## src/rtl/chad_pkg.sv

```systemverilog
// Shared chad constants: cell/address widths and the RAM-owner encoding used by
// the data-memory arbiter.
package chad_pkg;
  localparam int CELL_W = 18;
  localparam int ADDR_W = 15;

  typedef enum logic [1:0] {
    OWN_NONE = 2'd0,
    OWN_CPU  = 2'd1,
    OWN_DMA  = 2'd2
  } owner_e;
endpackage

```

## src/rtl/chad_mem_arbiter.sv

```systemverilog
// Shares chad's single-port data RAM with a secondary master. The CPU has priority;
// a one-cycle forced hold bounds how long a secondary request can wait.
module chad_mem_arbiter
  import chad_pkg::*;
#(
  parameter int WIDTH   = CELL_W,
  parameter int AWIDTH  = ADDR_W,
  parameter int MAXWAIT = 8
) (
  input  logic              clk,
  input  logic              reset,
  input  logic [AWIDTH-1:0] cpu_addr,
  input  logic              cpu_rd,
  input  logic              cpu_wr,
  input  logic [WIDTH-1:0]  cpu_wdata,
  output logic [WIDTH-1:0]  cpu_rdata,
  output logic              cpu_hold,
  input  logic              dma_req,
  input  logic              dma_we,
  input  logic [AWIDTH-1:0] dma_addr,
  input  logic [WIDTH-1:0]  dma_wdata,
  output logic              dma_gnt,
  output logic              dma_rvalid,
  output logic [WIDTH-1:0]  dma_rdata,
  output logic              ram_en,
  output logic              ram_we,
  output logic [AWIDTH-1:0] ram_addr,
  output logic [WIDTH-1:0]  ram_wdata,
  input  logic [WIDTH-1:0]  ram_q
);
  localparam int CW = $clog2(MAXWAIT + 1);

  owner_e            owner;
  logic [CW-1:0]     starve_cnt;
  logic              hold_nxt;
  logic              cpu_rd_go;
  logic              cpu_rd_d1;
  logic              dma_rd_d1;
  logic [WIDTH-1:0]  cpu_cap;

  // A forced cycle belongs to the secondary master even if it dropped its request;
  // no access of either side is started while reset is asserted.
  always_comb begin
    owner = OWN_NONE;
    if (reset)               owner = OWN_NONE;
    else if (cpu_hold)       owner = dma_req ? OWN_DMA : OWN_NONE;
    else if (cpu_rd || cpu_wr) owner = OWN_CPU;
    else if (dma_req)        owner = OWN_DMA;
  end

  always_comb begin
    ram_en    = 1'b0;
    ram_we    = 1'b0;
    ram_addr  = '0;
    ram_wdata = '0;
    unique case (owner)
      OWN_CPU: begin
        ram_en    = 1'b1;
        ram_we    = cpu_wr;
        ram_addr  = cpu_addr;
        ram_wdata = cpu_wdata;
      end
      OWN_DMA: begin
        ram_en    = 1'b1;
        ram_we    = dma_we;
        ram_addr  = dma_addr;
        ram_wdata = dma_wdata;
      end
      default: ;
    endcase
  end

  assign dma_gnt   = (owner == OWN_DMA);
  // rd+wr together is a write, so no read data is captured for it
  assign cpu_rd_go = (owner == OWN_CPU) && cpu_rd && !cpu_wr;
  assign hold_nxt  = dma_req && !dma_gnt && !cpu_hold &&
                     (starve_cnt == CW'(MAXWAIT - 1));

  always_ff @(posedge clk) begin
    if (reset) begin
      cpu_hold   <= 1'b0;
      starve_cnt <= '0;
      cpu_rd_d1  <= 1'b0;
      dma_rd_d1  <= 1'b0;
      cpu_cap    <= '0;
    end else begin
      cpu_hold  <= hold_nxt;
      cpu_rd_d1 <= cpu_rd_go;
      dma_rd_d1 <= dma_gnt && !dma_we;
      if (cpu_rd_d1) cpu_cap <= ram_q;
      if (dma_gnt || !dma_req)            starve_cnt <= '0;
      else if (starve_cnt != CW'(MAXWAIT)) starve_cnt <= starve_cnt + CW'(1);
    end
  end

  // mem_din must stay put across hold cycles, hence the captured copy
  assign cpu_rdata  = cpu_rd_d1 ? ram_q : cpu_cap;
  assign dma_rvalid = dma_rd_d1;
  assign dma_rdata  = ram_q;
endmodule
```

## config.mk

```make
export PLATFORM = sky130hd
export DESIGN_NAME = chad_mem_arbiter
export DESIGN_NICKNAME = d
export VERILOG_FILES = /design/src/rtl/chad_pkg.sv /design/src/rtl/chad_mem_arbiter.sv
export SDC_FILE = /design/constraint.sdc
export NUM_CORES = 1
export LEC_CHECK = 0
export CAP_MARGIN = 20
export CORE_MARGIN = 2
export CORE_UTILIZATION = 31
export DETAILED_ROUTE_END_ITERATION = 10
export HOLD_SLACK_MARGIN = 0.15
export PLACE_DENSITY_LB_ADDON = 0.2
export SYNTH_ARGS = -nofsm -noshare
export SYNTH_HDL_FRONTEND = slang
export SYNTH_SLANG_ARGS = --single-unit
```

## constraint.sdc

```tcl
create_clock -name clk -period 2.41 [get_ports clk]
set_input_delay 0.3615 -clock clk [delete_from_list [all_inputs] [get_ports clk]]
set_output_delay 0.3615 -clock clk [all_outputs]
set_load 0.03 [all_outputs]
```

=== Word-level counts from Yosys, hierarchy flattened ===
Index checks and enable logic that the tools add are counted.

* Register bits: 25
* Latch bits: 0
* Memory bits (writable): 0
* ROM bits: 0
* Logic and storage cells: 34
* Memories: 0

* Add/sub/neg operators: 1
* Multipliers: 0
* Div/mod/pow operators: 0
* Order comparisons: 0
* Eq/ne operators: 4
* Shift-type cells: 0
* Multiplexer cells: 9
* Bitwise logic cells: 0
* Reduce and logical (&&, ||, !) cells: 15

{| class="wikitable"
|+ Operators by type and width
! cell !! count
|-
| $pmux W18 S2 || 1
|-
| $pmux W15 S2 || 1
|-
| $mux W18 || 1
|-
| $mux W2 || 4
|-
| $logic_and A1 B1 Y1 || 6
|-
| $logic_not A1 Y1 || 5
|-
| $add A4 B1 Y4 const B || 1
|-
| $eq A4 B3 Y1 const B || 1
|-
| $ne A4 B4 Y1 const B || 1
|-
| $reduce_or A2 Y1 || 2
|-
| $eq A2 B1 Y1 const B || 1
|-
| $eq A2 B2 Y1 const B || 1
|-
| $logic_or A1 B1 Y1 || 2
|-
| $pmux W1 S2 || 1
|-
| $mux W1 || 1
|}

=== Depth between registers and ports, before layout ===
Gate-level depths: netlist of the first run.

* Depth after elaboration: 9
* Depth in mapped cells: 8
* Depth with buffers taken out: 6

=== Worst setup path after synthesis of the first run ===
OpenSTA, ideal clock, no wires.

* Path kind: in2out
* From: in reset
* To: out ram_wdata[10]
* Data arrival time: 2.050 ns
* Setup slack: -0.002 ns
* Stages on the path: 8
* Path buffers: 3
* Cells stage by stage: buf_4 nor3_1 inv_2 ha_1 clkbuf_1 buf_2 a22oi_1 nor2_1

* Cells in the longest elaborated chain, start to end: 3
* Elaborated cells between the ends (all ways): 4

{| class="wikitable"
|+ Ends and longest elaborated chain
! item !! RTL line !! source
|-
| start, declared || chad_mem_arbiter.sv:11 || <nowiki>input logic reset,</nowiki>
|-
| $mux W2 || chad_mem_arbiter.sv:45 || <nowiki>if (reset) owner = OWN_NONE;</nowiki>
|-
| $eq A2 B2 Y1 || - ||
|-
| net dma_gnt || chad_mem_arbiter.sv:22 || <nowiki>output logic dma_gnt,</nowiki>
|-
| $pmux W18 S2 || chad_mem_arbiter.sv:56 || <nowiki>unique case (owner)</nowiki>
|-
| end, declared || chad_mem_arbiter.sv:28 || <nowiki>output logic [WIDTH-1:0] ram_wdata,</nowiki>
|}

The timed path passes the listed nets, and every way through them passes these cells.

=== Final worst setup path of the first run ===
* From: in dma_req
* To: out ram_addr[6]

* Cells in the longest elaborated chain, start to end: 6
* Elaborated cells between the ends (all ways): 7

{| class="wikitable"
|+ Ends and longest elaborated chain
! item !! RTL line !! source
|-
| start, declared || chad_mem_arbiter.sv:18 || <nowiki>input logic dma_req,</nowiki>
|-
| $mux W2 (*) || chad_mem_arbiter.sv:46, chad_mem_arbiter.sv:48 ||
|-
| $mux W2 || chad_mem_arbiter.sv:47 || <nowiki>else if (cpu_rd || cpu_wr) owner = OWN_CPU;</nowiki>
|-
| $mux W2 (*) || chad_mem_arbiter.sv:46 || <nowiki>else if (cpu_hold) owner = dma_req ? OWN_DMA : OWN_NONE;</nowiki>
|-
| $mux W2 (*) || chad_mem_arbiter.sv:45 ||
|-
| $eq A2 B2 Y1 / $eq A2 B1 Y1 (equally long branches) || chad_mem_arbiter.sv:56 ||
|-
| $pmux W15 S2 (*) || chad_mem_arbiter.sv:56 ||
|-
| end, declared || chad_mem_arbiter.sv:27 || <nowiki>output logic [AWIDTH-1:0] ram_addr,</nowiki>
|}

Mark *: on every way between the ends. The rest lies on a longest branch, timed or not.

==> results of run 1 <==
[sequential cells by signal (all words and copies together), names as in the netlist]
signal and cells:
cpu_cap 18, starve_cnt 4, cpu_hold 1, cpu_rd_d1 1
dma_rvalid 1
[final timing paths]
kind                     endpoint  slack (ns)  cells after the start
max                   ram_addr[6]        0.08                      9
min          cpu_rd_d1$_SDFF_PP0_        0.43                      3
max reg2reg   cpu_hold$_SDFF_PP0_        0.78                      6
min reg2reg   cpu_hold$_SDFF_PP0_        0.50                      2
[worst min-delay path: cells and delay by family]
kind / cells / cell delay, ns
buf+inv: 2 / 0.24
simple gates: 1 / 0.04
[kinds of logic (layout without fill, tap and decap cells)]
kind of cell             Yosys count  count (layout)  synth area share
multiplexers                      19              19             0.144
flip-flops                        25              25             0.287
AO/OA/AOI/OAI                     36              36             0.152
buffers and inverters             39             184             0.138
AND/OR/NAND/NOR                   68              68             0.233
adder cells (fa/ha/maj)            5               5            0.0359
XOR/XNOR                           2               2            0.0101
[where the power goes]
part	internal, mW	switching [mW]	total (mW)
sequential	0.420	0.00303	0.423
combinational	0.277	0.239	0.515
clock	0.117	0.124	0.241
total	0.813	0.366	1.18
[layout by cell type (no fill, tap or decap), drive strengths merged, types with 2 or more instances in the layout]
cell / instances
nand2: 2
clkdlybuf4s50: 124
inv: 5
ha: 5
a22oi: 34
dfxtp: 25
nand3b: 2
dlymetal6s2s: 2
nor2: 38
nor2b: 19
buf: 48
nand2b: 2
mux2: 18
clkbuf: 3
[cell type report]
cell class	instances	area [um^2]
repair buffers	175	1720
inverters	5	18.8
flip-flops and latches	25	500
fillers	463	1970
multi-input cells	130	1120
clock buffers	3	41.3
clock inverters	1	7.51
well taps	72	90.1
[metal layers]
metal	global-route usage	vias up	share of wire
li1	-	940	-
met1	0.173	882	0.36
met2	0.322	93	0.54
met3	0.0477	2	0.093
met4	0.0414	0	0.0075
met5	0	-	0
[metrics by stage]
| step | instance area (um^2) | util | setup slack (ns) | std cells |
|---|---|---|---|---|
| after floorplan | 1770 | - | 0.00635 | 194 |
| after global placement | 3320 | 0.607 | -0.0102 | 406 |
| after detailed placement | 3320 | 0.607 | -0.0596 | 406 |
| after CTS | 3450 | 0.630 | -0.0229 | 411 |
| after global routing | 3500 | 0.639 | -0.00399 | 411 |
| final | 3500 | 0.639 | 0.0818 | 411 |
[timing repair]
action / in CTS / in global routing
cloned: 1 / 0
endpoints found under the hold margin: 0 / 0
pin swaps: 1 / 2
gates resized for setup: 11 / 14
endpoints found under the setup margin: 10 / 19
==> impl_metrics.tcl, run 1 <==
set metrics [dict create \
    vias_per_cell 4.66 \
    clockRootBuffer "clkbuf_8" \
    gp_congestion 0.702 \
    cp_data_arrival_time_ns 1.97 \
    fin_crit_sh 0.966 \
    maxCapViolCount 0 \
    worstHoldPathType "in -> reg" \
    clkLatencyLatePin_ns 0.26 \
    async_flop_share 0 \
    grt_pass1_vias 1890 \
    area_growth_pct 101 \
    yosys_warnings 0 \
    synthTopCellsByCount "nor2_1, a22oi_1, dfxtp_1" \
    cts_buffer_depth 2 \
    worstSetupEndpointType "primary output" \
    finalMaxSlewViolations 0 \
    synth_edf_count 0 \
    finalSetupViolations 0 \
    min_from "cpu_wr" \
    grt_pass1_wl_mm 8.39 \
    hold_ws_ns 0.427 \
    path_buf_inv 4 \
    synth_nets 289 \
    n_antenna_cell 0 \
    worstSetupStartpointType "input port" \
    synthTopCellsByArea "dfxtp_1, a22oi_1, mux2_4" \
    crit_top_cell "buf_12" \
    power_leakage_nw 1.40 \
    cts_tree "yes" \
    final_hold_viol_count 0 \
    io_buffer_count 163 \
    r2r_start "cpu_hold$_SDFF_PP0_" \
    status "finished, final reports clean" \
    power_mw 1.18 \
    synth_top_area_frac 0.287 \
    dr.pass1.iters 4 \
    hpwlAfterDp_mm 4.32 \
    die_y_um 79.0 \
    syn_area_mm2 0.00174 \
    ir_drop_mv 0.236 \
    crit_type "in -> out" \
    synth_top_cell_by_area "dfxtp_1" \
    cp_top_family "buffers and inverters" \
    crit_required_ns 2.05 \
    start_util 0.318 \
    synth.most_common_cell "nor2_1" \
    syn_inst 194 \
    synth_flop_cell "dfxtp_1" \
    fmax_mhz 430 \
    drive_above_1_share 0.301 \
    postCtsHoldBufs 0 \
    htreeDepth 1 \
    cp_slowest_cell "clkdlybuf4s50_1" \
    cts_setup_buffers 0 \
    routedWlPerCell_um 13.0 \
    clk_pin_slew_ns 0.08 \
    drt_iter0_markers 41 \
    yosysSeqAreaShare 0.287 \
    power_density_mw_per_mm2 337 \
    die-area_mm2 0.00623 \
    fin_crit_ns 2.33 \
    syn-mean-instance-area_um2 8.98 \
    ys_seq_elements 25 \
    startpoint "dma_req" \
    fp.dieW_um 79.0 \
    placementRows 27 \
    cp_cell_sequence "clkdlybuf4s50_1 > nor2b_2 > o21ai_2 > inv_1 > ha_4 > buf_12 > a22oi_1 > nor2_1 > buf_12" \
    skew_ns 0.0116 \
    gr-usage-all-layers 0.165 \
    ant_nets 0 \
    tightest_slew_ns 0.332 \
    cpPeakStageDelay_ns 0.45 \
    relSlewSlack 0.778 \
    synthDistinctLibCells 28 \
    detailroute.via_count 1917 \
    core_mm2 0.00547 \
    nets 435 \
    drc 0 \
    cts_sinks 25 \
    num_io_pins 164 \
    cts_buffers 3 \
    grt-ovfl-total 0 \
    wl_mm 5.35 \
    tns_ns 0 \
    crit_fanout 17 \
    grt_max_degree 36 \
    antenna_found_initial 0 \
]
No activity file was read; power rests on OpenSTA's default activity.
==> inputs of run 2 (changes only) <==
--- a/config.mk
+++ b/config.mk
@@ -11,6 +11,7 @@
 export DETAILED_ROUTE_END_ITERATION = 10
 export HOLD_SLACK_MARGIN = 0.15
 export PLACE_DENSITY_LB_ADDON = 0.2
+export SKIP_CTS_REPAIR_TIMING = 1
 export SYNTH_ARGS = -nofsm -noshare
 export SYNTH_HDL_FRONTEND = slang
 export SYNTH_SLANG_ARGS = --single-unit
==> run 2 against run 1 <==
- cell count stayed put
- register-to-register slack lost 0.03 ns
- clock-buffer cell count stayed put
- clock power hardly changed
- worst hold slack improved by 0.011 ns
==> impl_metrics.tcl, run 2 (synthesis results as in run 1) <==
set metrics [dict create \
    status "finished, final reports clean" \
    r2r_start "cpu_hold$_SDFF_PP0_" \
    gr-usage-all-layers 0.161 \
    clk_pin_slew_ns 0.08 \
    regArea_um2 500 \
    clkLatencyLatePin_ns 0.26 \
    hold-path-endpoint "cpu_rd_d1$_SDFF_PP0_" \
    antenna_found_initial 0 \
    finalSetupViolations 0 \
    drt_iter0_markers 35 \
    p_sw_uw 366 \
    grt_pass1_vias 1869 \
    nets 435 \
    hpwlAfterDp_mm 4.32 \
    maxCapViolCount 0 \
    min_from "cpu_rd" \
    crit_required_ns 2.05 \
    largest_register_ffs 18 \
    startpoint "cpu_wr" \
    detailroute.via_count 1913 \
    worstSetupEndpointType "primary output" \
    die-area_mm2 0.00623 \
    pre_cts_slack_ns -0.0596 \
    n_antenna_cell 0 \
    fp.dieW_um 79.0 \
    fin_crit_ns 2.39 \
    placementRows 27 \
    power_leakage_nw 1.39 \
    rsz0062_at_grt "true" \
    final_hold_viol_count 0 \
    share_comb_of_total_power 0.435 \
    crit_top_cell "nor2_2" \
    switching_share 0.311 \
    tightest_slew_ns 0.332 \
    nFillCells 473 \
    relSlewSlack 0.778 \
    drive_above_1_share 0.295 \
    start_util 0.318 \
    hold_depth 2 \
    gp_congestion 0.702 \
    final_cell_mix "clkdlybuf4s50_1, buf_4, nor2_1" \
    p_seq_frac 0.359 \
    cp_slowest_cell "clkdlybuf4s50_1" \
    grt_pass1_wl_mm 8.20 \
    power.internal_uw 813 \
    multi_input_area_mm2 0.00111 \
    largest_register "cpu_cap" \
    htreeDepth 1 \
    ff2ff_setup_slack_ns 0.75 \
    grt-ovfl-total 0 \
    drc 0 \
    power_mw 1.18 \
    num_io_pins 164 \
    area_growth_pct 99.9 \
    io_buffer_count 163 \
    power_density_mw_per_mm2 339 \
    cts_sinks 25 \
    worstHoldPathType "in -> reg" \
    die_y_um 79.0 \
    crit_type "in -> out" \
    ir_drop_mv 0.237 \
    routedWlPerCell_um 13.2 \
    fmax_mhz 418 \
    worstSetupStartpointType "input port" \
    crit_fanout 17 \
    cpPeakStageDelay_ns 0.50 \
    final_util 0.636 \
    wl_mm 5.42 \
    cts_buffer_depth 2 \
    finalMaxSlewViolations 0 \
    vias_per_cell 4.65 \
    skew_ns 0.00996 \
    pwr-share-clk 0.206 \
    fin_crit_sh 0.992 \
    core_mm2 0.00547 \
    cp_cell_sequence "clkdlybuf4s50_1 > nor2_2 > nor3_2 > inv_2 > ha_4 > clkbuf_16 > a22oi_1 > nor2_2 > buf_4" \
    dr.pass1.iters 4 \
    ant_nets 0 \
    cts_buffers 3 \
    cts_tree "yes" \
    grt_max_degree 36 \
    r2r_cells 6 \
    cp_data_arrival_time_ns 2.03 \
    fin_ws_ns 0.0195 \
    r2r_end "cpu_hold$_SDFF_PP0_" \
    clockRootBuffer "clkbuf_8" \
    reg.largest.list "cpu_cap: 18 flops, starve_cnt: 4 flops" \
    mostFrequentLayoutCell "clkdlybuf4s50_1" \
]
==> run 2: routing by layer <==
layer / track usage / part of all wire
met1: 0.169 / 0.37
met2: 0.309 / 0.53
met3: 0.0511 / 0.096
met4: 0.0414 / 0.0074
met5: 0 / 0
==> run 2: cell type report <==
cell class	count	share of cell area
Tap cell	72	0.0259
Timing Repair Buffer	175	0.493
Clock buffer	3	0.0119
Multi-Input combinational cell	130	0.318
Clock inverter	1	0.00216
Inverter	5	0.00539
Sequential cell	25	0.144
==> run 2: worst max-delay path: cells and delay by family <==
family          cells  cell delay, ns
buf+inv             4            0.92
simple gates        3            0.35
fa+ha+maj           1            0.18
compound gates      1            0.21
==> run 2: power groups by stage <==
stage          logic [mW]  registers [mW]  clock network (mW)
2_1_floorplan       0.243           0.433                   0
3_3_place_gp        0.498           0.433                   0
3_5_place_dp        0.501           0.433                   0
4_1_cts             0.502           0.423               0.251
5_1_grt             0.546           0.425               0.271
6_report            0.513           0.423               0.243
==> run 2: metrics by stage <==
stage                     cells  instance area [um^2]  hold WS, ns  setup TNS, ns
final                       411                  3480        0.437              0
after global routing        411                  3480        0.436          -1.73
after CTS                   410                  3370        0.503         -0.125
after detailed placement    406                  3320        0.482         -0.130
after global placement      406                  3320        0.469        -0.0102
after floorplan             194                  1770        0.437              0
==> run 2: worst max path at each step <==
| stage | to | slack [ns] | depth (start not counted) |
|---|---|---|---|
| after floorplan | ram_addr[0] | 0.006 | 8 |
| after global placement | ram_addr[6] | -0.01 | 9 |
| after detailed placement | ram_addr[6] | -0.06 | 9 |
| after CTS | ram_addr[6] | -0.06 | 9 |
| after global routing | ram_addr[11] | -0.07 | 8 |
| final | ram_wdata[10] | 0.02 | 9 |
